[src/rtl/riscv_run_monitor.sv]
// riscv_run_monitor: run controller and trace monitor for RISC-V core bring-up.
// Holds the core in reset for RST_CYCLES after a start pulse. It then lets the core run,
// counting cycles and recording {PC, instruction, ALU result} into a ring buffer. A run ends
// on a halt instruction, a PC that stops changing, or a cycle-budget timeout.
//
// Handshake: start is a single-cycle pulse that is only acted on in IDLE or DONE;
// there is no ready/ack, a start seen in RESET or RUN is simply dropped.
module riscv_run_monitor #(
    parameter int              PC_W        = 9,
    parameter int              INS_W       = 32,
    parameter int              DATA_W      = 64,
    parameter int              RST_CYCLES  = 2,
    parameter int              MAX_CYCLES  = 100,
    parameter int              STALL_LIMIT = 4,
    parameter int              TRACE_DEPTH = 8,
    parameter logic [INS_W-1:0] HALT_INS   = 32'h00000073
) (
    input  logic                             clk,
    input  logic                             reset,
    input  logic                             start,
    input  logic [PC_W-1:0]                  PC_in,
    input  logic [INS_W-1:0]                 INS_in,
    input  logic [DATA_W-1:0]                ALU_in,
    input  logic [$clog2(TRACE_DEPTH)-1:0]   trace_rd_idx,
    output logic                             core_rst,
    output logic                             running,
    output logic                             done,
    output logic [1:0]                       status,
    output logic [31:0]                      cycle_cnt,
    output logic [$clog2(TRACE_DEPTH):0]     trace_count,
    output logic [PC_W-1:0]                  trace_pc,
    output logic [INS_W-1:0]                 trace_ins,
    output logic [DATA_W-1:0]                trace_alu,
    output logic [1:0]                       dbg_state
);

    localparam int IDX_W = $clog2(TRACE_DEPTH);
    localparam int CNT_W = IDX_W + 1;
    localparam int RC_W  = (RST_CYCLES > 1) ? $clog2(RST_CYCLES) : 1;
    localparam int SC_W  = $clog2(STALL_LIMIT + 1);

    localparam logic [RC_W-1:0]  RST_LAST    = RC_W'(RST_CYCLES - 1);
    localparam logic [SC_W-1:0]  STALL_LIM_V = SC_W'(STALL_LIMIT);
    localparam logic [31:0]      MAX_CYC_V   = 32'(MAX_CYCLES);
    localparam logic [CNT_W-1:0] DEPTH_V     = CNT_W'(TRACE_DEPTH);

    localparam logic [1:0] ST_NONE    = 2'b00;
    localparam logic [1:0] ST_HALT    = 2'b01;
    localparam logic [1:0] ST_TIMEOUT = 2'b10;
    localparam logic [1:0] ST_STUCK   = 2'b11;

    typedef enum logic [1:0] {
        S_IDLE  = 2'd0,
        S_RESET = 2'd1,
        S_RUN   = 2'd2,
        S_DONE  = 2'd3
    } state_t;

    state_t            state;
    state_t            state_next;
    logic [RC_W-1:0]   rst_cnt;
    logic [IDX_W-1:0]  wr_ptr;
    logic [SC_W-1:0]   stall_cnt;
    logic [SC_W-1:0]   stall_next;
    logic [PC_W-1:0]   pc_prev;
    logic [31:0]       cnt_inc;
    logic              end_hit;
    logic [1:0]        end_status;

    logic [PC_W-1:0]   buf_pc  [TRACE_DEPTH];
    logic [INS_W-1:0]  buf_ins [TRACE_DEPTH];
    logic [DATA_W-1:0] buf_alu [TRACE_DEPTH];

    logic [IDX_W-1:0]  oldest;
    logic [IDX_W-1:0]  rd_addr;
    logic              rd_valid;

    // The core is released only while running; DONE re-asserts reset to freeze it.
    assign core_rst  = (state != S_RUN);
    assign dbg_state = state;

    // State register.
    always_ff @(posedge clk or negedge reset) begin
        if (!reset) begin
            state <= S_IDLE;
        end else begin
            state <= state_next;
        end
    end

    // Next-state logic and end-of-run detection on the cycle being sampled.
    always_comb begin
        state_next = state;
        end_hit    = 1'b0;
        end_status = ST_NONE;
        cnt_inc    = cycle_cnt + 32'd1;
        // cycle_cnt is zero exactly on the first RUN cycle; there is no previous PC yet.
        if ((cycle_cnt != 32'd0) && (PC_in == pc_prev)) begin
            stall_next = stall_cnt + SC_W'(1);
        end else begin
            stall_next = SC_W'(1);
        end
        if (INS_in == HALT_INS) begin
            end_hit    = 1'b1;
            end_status = ST_HALT;
        end else if (stall_next == STALL_LIM_V) begin
            end_hit    = 1'b1;
            end_status = ST_STUCK;
        end else if (cnt_inc == MAX_CYC_V) begin
            end_hit    = 1'b1;
            end_status = ST_TIMEOUT;
        end
        case (state)
            S_IDLE:  if (start) state_next = S_RESET;
            S_RESET: if (rst_cnt == RST_LAST) state_next = S_RUN;
            S_RUN:   if (end_hit) state_next = S_DONE;
            S_DONE:  if (start) state_next = S_RESET;
            default: state_next = S_IDLE;
        endcase
    end

    // Run counters, stall tracking, status and the registered state decodes.
    always_ff @(posedge clk or negedge reset) begin
        if (!reset) begin
            rst_cnt     <= '0;
            cycle_cnt   <= '0;
            trace_count <= '0;
            wr_ptr      <= '0;
            stall_cnt   <= '0;
            pc_prev     <= '0;
            status      <= ST_NONE;
            running     <= 1'b0;
            done        <= 1'b0;
        end else begin
            running <= (state_next == S_RUN);
            done    <= (state_next == S_DONE);
            case (state)
                S_IDLE, S_DONE: begin
                    if (start) begin
                        rst_cnt     <= '0;
                        cycle_cnt   <= '0;
                        trace_count <= '0;
                        wr_ptr      <= '0;
                        stall_cnt   <= '0;
                        status      <= ST_NONE;
                    end
                end
                S_RESET: begin
                    rst_cnt <= rst_cnt + RC_W'(1);
                end
                S_RUN: begin
                    wr_ptr    <= wr_ptr + IDX_W'(1);
                    cycle_cnt <= cnt_inc;
                    pc_prev   <= PC_in;
                    stall_cnt <= stall_next;
                    if (trace_count != DEPTH_V) begin
                        trace_count <= trace_count + CNT_W'(1);
                    end
                    if (end_hit) begin
                        status <= end_status;
                    end
                end
                default: ;
            endcase
        end
    end

    // Trace ring buffer: one entry per RUN cycle, the oldest is overwritten once full.
    always_ff @(posedge clk) begin
        if (state == S_RUN) begin
            buf_pc[wr_ptr]  <= PC_in;
            buf_ins[wr_ptr] <= INS_in;
            buf_alu[wr_ptr] <= ALU_in;
        end
    end

    // Combinational trace read, index 0 is the oldest valid entry.
    always_comb begin
        oldest    = (trace_count == DEPTH_V) ? wr_ptr : '0;
        rd_addr   = oldest + trace_rd_idx;
        rd_valid  = ({1'b0, trace_rd_idx} < trace_count);
        trace_pc  = '0;
        trace_ins = '0;
        trace_alu = '0;
        if (rd_valid) begin
            trace_pc  = buf_pc[rd_addr];
            trace_ins = buf_ins[rd_addr];
            trace_alu = buf_alu[rd_addr];
        end
    end

endmodule
[config.mk]
export PLATFORM = sky130hd
export DESIGN_NAME = riscv_run_monitor
export DESIGN_NICKNAME = d
export VERILOG_FILES = /design/src/rtl/riscv_run_monitor.sv
export SDC_FILE = /design/constraint.sdc
export NUM_CORES = 1
export LEC_CHECK = 0
export ABC_AREA = 1
export BUFFER_PORTS_ARGS = -buffer_cell sky130_fd_sc_hd__clkbuf_2
export CORE_MARGIN = 2
export CORE_UTILIZATION = 35
export CTS_CLUSTER_DIAMETER = 80
export DETAILED_ROUTE_END_ITERATION = 7
export SETUP_SLACK_MARGIN = 0.05
export SKIP_CTS_REPAIR_TIMING = 1
export SLEW_MARGIN = 20
export SYNTH_ARGS = -nofsm -noshare
export SYNTH_HDL_FRONTEND = slang
export SYNTH_SLANG_ARGS = --single-unit
[constraint.sdc]
create_clock -name clk -period 7.4 [get_ports clk]
set_clock_uncertainty 0.05 [all_clocks]
set_input_delay 1.11 -clock clk [delete_from_list [all_inputs] [get_ports clk]]
set_output_delay 1.11 -clock clk [all_outputs]
set_load 0.02 [all_outputs]
==> results of run 1 <==
## tightest hold or removal path, cell delays in order, from the launching register on
cell and delay, ns:
dfrtp_1 0.36, nand2_1 0.06, nand2_1 0.05
## synth_stat cells
| cell | instances | share of area |
|---|---|---|
| edfxtp_1 | 840 | 0.69 |
| nand2_1 | 616 | 0.063 |
| nor2_1 | 516 | 0.053 |
| o21ai_0 | 248 | 0.034 |
| nand3_1 | 240 | 0.033 |
| clkbuf_1 | 145 | 0.015 |
| a21oi_1 | 110 | 0.015 |
| a311oi_1 | 105 | 0.025 |
| inv_1 | 64 | 0.0066 |
| dfrtp_1 | 58 | 0.040 |
| buf_2 | 23 | 0.0032 |
| buf_1 | 14 | 0.0014 |
| ha_1 | 12 | 0.0041 |
| o22ai_1 | 11 | 0.0019 |
| xor2_1 | 10 | 0.0024 |
| nand4_1 | 9 | 0.0015 |
| nor2_2 | 6 | 0.0010 |
| nor2_4 | 6 | 0.0019 |
| o21ai_1 | 6 | 0.00082 |
| xnor2_1 | 6 | 0.0014 |
| nor3_1 | 5 | 0.00069 |
| inv_2 | 3 | 0.00031 |
| nand2_2 | 3 | 0.00051 |
| nor4_1 | 3 | 0.00051 |
| a22o_1 | 2 | 0.00048 |
| and2_1 | 2 | 0.00034 |
| or2_2 | 2 | 0.00034 |
| a32o_1 | 1 | 0.00027 |
| clkinv_1 | 1 | 0.00010 |
| fa_1 | 1 | 0.00055 |
| mux2_2 | 1 | 0.00031 |
| nand2_4 | 1 | 0.00031 |
## cell families (layout without fill, tap and decap cells)
| family | count (synthesis) | count (layout) | share of synthesized area |
|---|---|---|---|
| buf+inv | 250 | 541 | 0.0265 |
| xor+xnor | 16 | 16 | 0.00384 |
| flops | 898 | 898 | 0.731 |
| other cells | 0 | 2 | 0 |
| fa+ha+maj | 13 | 13 | 0.00466 |
| simple gates | 1409 | 1409 | 0.156 |
| compound gates | 483 | 483 | 0.0777 |
| mux | 1 | 1 | 0.000308 |
## sequential cells by signal, summed over array words and instances (netlist names)
name	flops
buf_alu	512
rst_cnt	1
cycle_cnt	32
status	2
trace_count	4
dbg_state	2
done	1
wr_ptr	3
buf_pc	72
pc_prev	9
stall_cnt	3
buf_ins	256
running	1
## worst max path at each step
stage                     cells past startpoint  slack [ns]       startpoint            end
after global placement                        9        1.60  trace_rd_idx[0]  trace_ins[11]
after floorplan                               5        1.42     dbg_state[0]  buf_alu[3][0]
after CTS                                    12        1.15   trace_count[0]   trace_ins[5]
final                                        12        1.19   trace_count[0]  trace_alu[24]
after global routing                         12        0.88   trace_count[0]   trace_ins[5]
after detailed placement                      9        1.59  trace_rd_idx[0]   trace_ins[5]
## per-stage QoR
step / instance area [µm²] / power, W
after floorplan: 36500 / 0.00830
after global placement: 39300 / 0.00931
after detailed placement: 39300 / 0.00935
after CTS: 42500 / 0.0141
after global routing: 42500 / 0.0146
final: 42500 / 0.0140
## area by class of cell
class                   instances  area (µm²)
diodes                          2        5.00
clock buffers                 119        2540
clock inverters                59         626
fillers                      9646       61000
inverters                      68         270
multi-input cells            1922        8980
flip-flops and latches        898       26700
well taps                    1380        1730
repair buffers                295        1690
## layer usage
metal	GRT usage	part of all wire	wire length [µm]
met1	0.230	0.44	40500
met2	0.284	0.48	44900
met3	0.0320	0.057	5280
met4	0.0549	0.024	2230
met5	0	0.00023	21
## cells in the final DEF (no fill, tap or decap), drive strengths merged, types with 10 or more instances in the layout
| cell type | synthesis | layout |
|---|---|---|
| a21oi | 110 | 110 |
| a311oi | 105 | 105 |
| buf | 37 | 37 |
| clkbuf | 145 | 377 |
| clkinv | 1 | 45 |
| dfrtp | 58 | 58 |
| edfxtp | 840 | 840 |
| ha | 12 | 12 |
| inv | 67 | 69 |
| nand2 | 620 | 620 |
| nand3 | 240 | 240 |
| nor2 | 528 | 528 |
| o21ai | 254 | 254 |
| o22ai | 11 | 11 |
| xor2 | 10 | 10 |
## power by group
part | internal, W | total (W) | switching (W) | leakage, nW
Combinational | 0.000641 | 0.00258 | 0.00194 | 4.98
Clock | 0.00277 | 0.00477 | 0.00200 | 1.54
Sequential | 0.00637 | 0.00661 | 0.000244 | 8.39
Total | 0.00978 | 0.0140 | 0.00417 | 14.9
==> results.md, run 1 <==
* Outcome: completed
* R2R cell count at 6
* Largest stage delay on the critical path at 1.23 ns
* HP Start: pc_prev[7]
* Pin count of the biggest net entering global routing at 172
* Seq/Total Area, Yosys at 0.731
* Reg2reg start: dbg_state[0]
* Register bit total from synthesis at 898
* WHS at 0.440 ns
* Syn Std Cell Area at 36500 µm²
* CP Buf/Inv Count at 4
* Vias per Instance at 5.01
* Hold Path Cell Cnt at 2
* Worst Path Required at 6.24 ns
* Hold path endpoint: pc_prev[7]
* WL/cell at 19.6 µm
* Register-to-Register Setup Slack at 4.26 ns
* Nets at 3406
* Row cnt at 118
* ANT nets after route at 0
* Critical path's slowest cell: fa_4
* # setup viols final at 0
* # DRC at 0
* Post-Syn Instances at 3070
* Most Frequent Cell on Critical Path: nor2_1
* Leakage power at 14.9 nW
* Clock Sinks at 898
* Bufs on Longest Clock Path at 3
* PnR worst setup slack at 1.19 ns
* H-tree Lvls at 3
* Die H at 327 µm
* Share of layout cells above drive strength 1 at 0.140
* CTS Buf Count at 97
* Pre-CTS WS at 1.59 ns
* IO buf count at 258
* Ys Warns at 0
* Gp weighted congestion at 0.797
* Via Count at 23800
* Skew-Pair Late Insertion Delay at 0.67 ns
* Final count of hold timing violations at 0
* Post-layout util at 0.411
* Initial antenna violation count at 5
* Synth unique cells at 32
* Root buffer cell: clkbuf_16
* TritonCTS clock tree: yes
* Area Overhead vs Synth at 16.4%
* Tightest Hold Check Type: reg -> reg
* Placed Cells at 4563
* Critical path type: reg -> out
* Arrival time at the worst endpoint at 5.05 ns
* RSZ-0062 raised after global routing: false
* Setup crit start kind: register
* Fin. max-slew vios at 0
* Final period utilization at 0.839
* Worst slew pin tran at 1.38 ns
* Syn_nets at 3194
* First DRT Iteration DRCs at 1896
* Core area at 103000 µm²
* Slew Limit Headroom at 0.0806
* Total Neg Setup Slack at 0 ns
* Worst path top cell family by delay: adder cells
* Die area at 107000 µm²
* Die Span X at 327 µm
* Syn_area_per_cell at 11.9 µm²
* I/O pin count at 259
* Worst reg2reg endpoint: buf_ins[5][26]
* Non-filler instance count after layout at 4743
* Initial Util at 0.353
* Vias in the first global route at 23100
* Hpwl dp at 47700 µm
* Power Dens Cells at 328 nW/µm²
* Period minus WS final at 6.21 ns
* Max-cap viol count at 0
* Worst-path clk slew at 0.06 ns
* DRT Wirelength at 93000 µm
* GRT Overall Usage at 0.172
* GRT overflow at 0
* Critical Path End Type: output port
* Worst-path fanout max at 137
* Drt first pass iters at 5
* Peak Freq at 161 MHz
* Critical Path, Cell by Cell: inv_1 > ha_1 > nand3_1 > nor2_1 > ha_4 > fa_4 > inv_8 > buf_4 > nor2_1 > o21ai_0 > a311oi_1 > clkbuf_2
* First-pass GRT wire length at 141000 µm
* Worst VDD drop at 0.258 mV
(Power assumes the default switching activity.)
==> run 2, diff against run 1 <==
--- a/config.mk
+++ b/config.mk
@@ -5,7 +5,7 @@
 export SDC_FILE = /design/constraint.sdc
 export NUM_CORES = 1
 export LEC_CHECK = 0
-export ABC_AREA = 1
+export ABC_AREA = 0
 export BUFFER_PORTS_ARGS = -buffer_cell sky130_fd_sc_hd__clkbuf_2
 export CORE_MARGIN = 2
 export CORE_UTILIZATION = 35
==> constraint.sdc (replaced) <==
create_clock -name clk -period 5.7 [get_ports clk]
set_clock_uncertainty 0.05 [all_clocks]
set_input_delay 0.855 -clock clk [delete_from_list [all_inputs] [get_ports clk]]
set_output_delay 0.855 -clock clk [all_outputs]
set_load 0.02 [all_outputs]
==> run 2 against run 1 <==
Against the previous run: wire length down 8.3%; count of clock-buffer cells in the layout up 6; highest routed layer unchanged; critical path depth up 1; combinational power down 48%; sequential power up 15%; global-route usage down 0.72 points; non-clock buffer count up 13; first-iteration DRC count down 22%.
==> results.md, run 2 <==
* First-pass GRT wire length at 129000 µm (-8.4%)
* Seq/Total Area, Yosys at 0.748 (+0.0177)
* DRT Wirelength at 85300 µm (-8.3%)
* # DRC at 0 (unchanged)
* Reg2reg start: cycle_cnt[1]
* Nets at 2352 (-31%)
* Skew-Pair Late Insertion Delay at 0.67 ns (about the same)
* # setup viols final at 0 (unchanged)
* Peak Freq at 186 MHz
* Die Span X at 323 µm (-1.2%)
* Power Dens Cells at 354 nW/µm² (+7.7%)
* Worst VDD drop at 0.265 mV (+2.9%)
* EDFF count, synth at 840 (unchanged)
* Top post-synthesis cells by area: edfxtp_1 (71%), mux4_2 (13%), dfrtp_1 (4.1%)
* Area leader, netlist: edfxtp_1
* Post-synth top cells: edfxtp_1 (840), nand2_1 (250), mux4_2 (210), a21oi_1 (123), clkbuf_1 (86)
* Ys Warns at 0 (unchanged)
* Most common cell in the netlist: edfxtp_1
* Area of the multi-input gates at 8610 µm² (-4.1%)
* Bufs on Longest Clock Path at 3 (unchanged)
* Fin area at 42000 µm² (-1.2%)
* Setup crit start kind: register
* Worst-path clk slew at 0.06 ns (about the same)
* Synth Flop Type: edfxtp_1
* First DRT Iteration DRCs at 1476 (-22%)
* Worst Path Required at 4.80 ns (-1.44 ns)
* Row cnt at 117 (-0.85%)
* Arrival time at the worst endpoint at 4.48 ns (-0.57 ns)
* Initial antenna violation count at 9 (+4)
* Post-synth ARST share at 0.0646 (unchanged)
* TritonCTS clock tree: yes
* Period minus WS final at 5.38 ns
* Pin count of the biggest net entering global routing at 106 (-38%)
* ANT nets after route at 0 (unchanged)
* Largest register FFs at 512 (unchanged)
* Syn_area_per_cell at 18.4 µm² (+55%)
* Top Registers: buf_alu x512, buf_ins x256, buf_pc x72
* GRT busiest layer: met2
* Vias per Instance at 5.19 (+3.5%)
* Slew Limit Headroom at 0.267 (+0.187)
* CTS Buf Count at 95 (-2.1%)
* IO buf count at 258 (unchanged)
* Fin. max-slew vios at 0 (unchanged)
* Placed cell area at 39000 µm² (-0.98%)
* Core area at 101000 µm² (-2.0%)
* Critical Path End Type: output port
* I/O pin count at 259 (unchanged)
* Largest reg by FF count: buf_alu
* Crit path launch: trace_count[0]
* Syn Std Cell Area at 35600 µm² (-2.4%)
* Leakage power at 14.0 nW (-6.0%)
* Max-cap viol count at 0 (unchanged)
* Clock Sinks at 898 (unchanged)
* Syn_nets at 2061 (-35%)
* H-tree Lvls at 3 (unchanged)
* Via Count at 19100 (-20%)
* WL/cell at 23.2 µm (+18%)
* GRT overflow at 0 (unchanged)
* Initial Util at 0.351 (-0.00140)
* Fill cell count at 9042 (-6.3%)
* RSZ-0062 raised after global routing: false
* Worst slew pin tran at 1.10 ns (-0.281 ns)
* Critical path type: reg -> out
* Seq. cell area at 26700 µm² (unchanged)
* Pwr Total at 0.0148 W (+6.4%)
* Vias in the first global route at 20300 (-12%)
* Met2 GRT Util at 0.273 (-0.0107)
* Met1 Resource Use GR at 0.219 (-0.0102)
* Register bit total from synthesis at 898 (unchanged)
* Commonest non-fill, non-tap cell in the layout: edfxtp_1
* Gp weighted congestion at 0.820 (+2.9%)
* Final period utilization at 0.944
* Tightest Hold Check Type: in -> async
* Worst-path fanout max at 74 (-46%)
* Post-Syn Instances at 1937 (-37%)
* Final count of hold timing violations at 0 (unchanged)
* Hpwl dp at 48400 µm (+1.6%)
* Die H at 323 µm (-1.2%)
* Area Overhead vs Synth at 17.8%
* Outcome: completed
* Synth top area share at 0.708 (+0.0168)
* Root buffer cell: clkbuf_16
* Commonest non-fill, non-tap cells in the layout: edfxtp_1 (840), clkbuf_2 (258), nand2_1 (250)
* Share of layout cells above drive strength 1 at 0.294 (+0.154)
* Die area at 104000 µm² (-2.3%)
* GRT Overall Usage at 0.165 (-0.00724)
* Met3 usage at 0.0398 (+0.00779)
* Drt first pass iters at 5 (unchanged)
* Synth unique cells at 58 (+81%)
run 2: cell count changes after synthesis, moves of 11 or more:
cell,change
mux4_2,+210
nor2_1,-470
nand2_1,-366
o21ai_0,-192
nand3_1,-214
nor4_1,+14
a21oi_1,+13
inv_1,-49
a311oi_1,-105
buf_2,-18
o31ai_1,+11
clkbuf_1,-59
run 2: worst max-delay path, stage by stage (launching register included):
cell	delay (ns)
dfrtp_1	0.45
inv_1	0.11
ha_1	0.23
and3_1	0.25
and2_1	0.21
ha_4	0.16
fa_4	0.47
xor2_1	0.47
xnor2_2	0.21
buf_12	0.35
mux4_2	0.39
mux2i_1	0.14
nor2_1	0.06
clkbuf_2	0.17
run 2: cell families (layout without fill, tap and decap cells):
| logic type | after synthesis | in the layout | share of synthesized area |
|---|---|---|---|
| xor gates and xnor gates | 24 | 24 | 0.00590 |
| other | 0 | 2 | 0 |
| AOI/OAI and AO/OA | 233 | 233 | 0.0372 |
| muxes | 222 | 222 | 0.136 |
| and+or+nand+nor | 418 | 418 | 0.0535 |
| adders and majority gates | 13 | 13 | 0.00477 |
| DFF | 898 | 898 | 0.748 |
| buffers and inverters | 129 | 496 | 0.0140 |
run 2: path summary, 6_finish.rpt:
kind / end / slack [ns] / cells past startpoint
max: trace_alu[62] / 0.32 / 13
min in group clk: buf_alu[2][1] / 0.41 / 1
min reg2reg: stall_cnt[2] / 0.47 / 1
min: cycle_cnt[6] / 0.27 / 2
max reg2reg: status[0] / 2.18 / 8
max in group asynchronous: trace_count[0] / 4.77 / 2
run 2: layout make-up:
cell class	count	area share
Antenna cell	2	0.000119
Clock buffer	125	0.0593
Clock inverter	48	0.0116
Inverter	15	0.00134
Multi-Input combinational cell	910	0.205
Sequential cell	898	0.635
Tap cell	1368	0.0408
Timing Repair Buffer	308	0.0469
run 2: through the flow:
step	util	std cells	TNS [ns]	hold slack [ns]	setup slack, ns
finish	0.414	3674	0	0.269	0.317
global route	0.414	3672	0	0.329	0.0557
CTS	0.413	3670	-0.0513	0.285	-0.0447
detailed placement	0.384	3497	0	0.447	0.717
global placement	0.384	3497	0	0.430	0.808
floorplan	-	1937	-640.23	0.420	-1.03
run 2: per-layer routing:
layer	vias up	wire, µm
li1	8382	-
met1	9979	35700
met2	597	41900
met3	94	6310
met4	14	1320
met5	-	88
run 2: report_power, final:
| part | switching [W] | internal [W] | total [W] | leakage (nW) |
|---|---|---|---|---|
| logic | 0.000842 | 0.000496 | 0.00134 | 4.22 |
| clock network | 0.00253 | 0.00337 | 0.00589 | 1.44 |
| registers | 0.000104 | 0.00751 | 0.00762 | 8.35 |
==> run 3, diff against run 2 <==
--- a/config.mk
+++ b/config.mk
@@ -7,6 +7,7 @@
 export LEC_CHECK = 0
 export ABC_AREA = 0
 export BUFFER_PORTS_ARGS = -buffer_cell sky130_fd_sc_hd__clkbuf_2
+export CORE_ASPECT_RATIO = 0.6
 export CORE_MARGIN = 2
 export CORE_UTILIZATION = 35
 export CTS_CLUSTER_DIAMETER = 80
==> constraint.sdc (replaced) <==
create_clock -name clk -period 5.7 [get_ports clk]
set_clock_uncertainty 0.05 [all_clocks]
set_input_delay 1.14 -clock clk [delete_from_list [all_inputs] [get_ports clk]]
set_output_delay 1.14 -clock clk [all_outputs]
set_load 0.02 [all_outputs]
==> run 3 against run 2 <==
Against the previous run: cell area decreased by 0.59%; largest power group unchanged; clock power down 3.6%; via count increased by 0.99%.
==> results.md, run 3 (synthesis results as in run 2) <==
* Core area at 101000 µm² (-0.66%)
* Worst slew pin tran at 0.942 ns (-0.156 ns)
* Largest stage delay on the critical path at 0.48 ns (about the same)
* Skew-Pair Late Insertion Delay at 0.67 ns (about the same)
* Area Overhead vs Synth at 17.1%
* Max-cap viol count at 0 (unchanged)
* DRT Wirelength at 84300 µm (-1.1%)
* Commonest non-fill, non-tap cell in the layout: edfxtp_1
* Final period utilization at 0.944 (about the same)
* Drt first pass iters at 5 (unchanged)
* First DRT Iteration DRCs at 1727 (+17%)
* Bufs on Longest Clock Path at 3 (unchanged)
* Post-layout util at 0.414 (about the same)
* CTS Buf Count at 86 (-9.5%)
* Power Dens Cells at 351 nW/µm² (-0.80%)
* Placed cell area at 39000 µm² (about the same)
* Pin count of the biggest net entering global routing at 68 (-36%)
* Critical path's slowest cell: fa_4
* Initial Util at 0.354 (+0.00232)
* GRT overflow at 0 (unchanged)
* Hpwl dp at 50200 µm (+3.5%)
* Fill cell count at 8891 (-1.7%)
* H-tree Lvls at 3 (unchanged)
* Leakage power at 14.0 nW (-0.21%)
* Worst VDD drop at 0.186 mV (-30%)
* Critical Path End Type: output port
* Slew Limit Headroom at 0.364 (+0.0966)
* Tightest Hold Check Type: reg -> reg
* Largest register FFs at 512 (unchanged)
* Share of layout cells above drive strength 1 at 0.302 (+0.00764)
* RSZ-0062 raised after global routing: false
* TritonCTS clock tree: yes
* Commonest non-fill, non-tap cells in the layout: edfxtp_1 (840), clkbuf_2 (258), nand2_1 (250)
* Nets at 2360 (+0.34%)
* Gp weighted congestion at 0.838 (+2.2%)
* Via Count at 19300 (+0.99%)
* Setup crit start kind: register
* Row cnt at 90 (-23%)
* Critical Path, Cell by Cell: inv_1 > ha_1 > and3_1 > and2_1 > ha_4 > fa_4 > xor2_2 > xnor2_2 > buf_12 > mux4_2 > mux2i_1 > nor2_1 > clkbuf_2
* Die Span X at 416 µm (+29%)
* R2R cell count at 8 (unchanged)
* Hold Path Cell Cnt at 1
* Die H at 251 µm (-22%)
* # setup viols final at 0 (unchanged)
* Fin area at 41800 µm² (-0.59%)
* GRT Overall Usage at 0.160 (-0.00430)
* Initial antenna violation count at 2 (-7)
* Largest reg by FF count: buf_alu
* IO buf count at 258 (unchanged)
* Outcome: completed
* Die area at 105000 µm² (about the same)
* Root buffer cell: clkbuf_16
* Critical path type: reg -> out
* ANT nets after route at 0 (unchanged)
* Worst Path Required at 4.51 ns (-0.29 ns)
* Top Registers: buf_alu x512, buf_ins x256, buf_pc x72
* Vias in the first global route at 19500 (-3.5%)
* Clock Sinks at 898 (unchanged)
* Period minus WS final at 5.38 ns (-0.00336 ns)
* Diodes inserted at 0 (-2)
* Peak Freq at 186 MHz (about the same)
* WL/cell at 23.2 µm (about the same)
* PnR worst setup slack at 0.321 ns (+0.00336 ns)
* I/O pin count at 259 (unchanged)
* Arrival time at the worst endpoint at 4.19 ns (-0.29 ns)
* Pre-CTS WS at 0.757 ns (+0.0397 ns)
* # DRC at 0 (unchanged)
* Fin. max-slew vios at 0 (unchanged)
* First-pass GRT wire length at 126000 µm (-2.2%)
* Worst-path clk slew at 0.06 ns (about the same)
* Final count of hold timing violations at 0 (unchanged)
* Worst-path fanout max at 27 (-64%)
* Vias per Instance at 5.30 (+2.0%)
run 3: cell count changes in the layout (fill, tap and decap cells not counted), sizes merged:
cell	delta
buf	+17
bufinv	+2
clkbuf	-28
clkinvlp	+4
diode	-2
inv	+3
run 3: cell type report:
class                   count  area, µm²  share of cell area
flip-flops and latches    898      26700               0.639
multi-input cells         910       8610               0.206
clock buffers              97       2190              0.0525
repair buffers            325       1970              0.0472
well taps                1334       1670              0.0400
clock inverters            57        583              0.0140
inverters                  15       56.3             0.00135
run 3: metal layers:
| metal | vias up | track usage | part of all wire |
|---|---|---|---|
| met4 | 2 | 0.0297 | 0.014 |
| met3 | 101 | 0.0377 | 0.067 |
| met2 | 619 | 0.252 | 0.47 |
| met5 | - | 0 | 0.00014 |
| li1 | 8375 | - | - |
| met1 | 10200 | 0.229 | 0.45 |
run 3: worst paths after layout:
path	from	endpoint	slack, ns
max in group asynchronous	reset	trace_count[0]	4.47
worst min-delay path	stall_cnt[1]	stall_cnt[1]	0.46
worst max register to register	cycle_cnt[0]	done	2.27
worst min register to register	stall_cnt[1]	stall_cnt[1]	0.46
min in group asynchronous	reset	cycle_cnt[31]	0.59
worst max-delay path	trace_count[0]	trace_alu[62]	0.32
run 3: where the power goes:
group	internal (W)	switching, W	leakage [nW]
clock network	0.00317	0.00252	1.35
logic	0.000490	0.000851	4.28
registers	0.00751	0.000110	8.35
total	0.0112	0.00348	14.0
run 3: critical path, delay by kind of cell (launching register included):
| kind | cells | cell delay, ns |
|---|---|---|
| mux | 2 | 0.51 |
| buf+inv | 3 | 0.56 |
| xor+xnor | 2 | 0.59 |
| simple gates | 3 | 0.52 |
| flops | 1 | 0.44 |
| fa+ha+maj | 3 | 0.87 |
run 3: metrics by stage:
step	power (W)	setup TNS (ns)	cells	hold WS (ns)
floorplan	0.00857	-640.23	1937	0.420
global placement	0.00907	0	3482	0.428
detailed placement	0.00912	0	3482	0.442
CTS	0.0148	0	3636	0.456
global route	0.0152	0	3636	0.485
finish	0.0146	0	3636	0.459
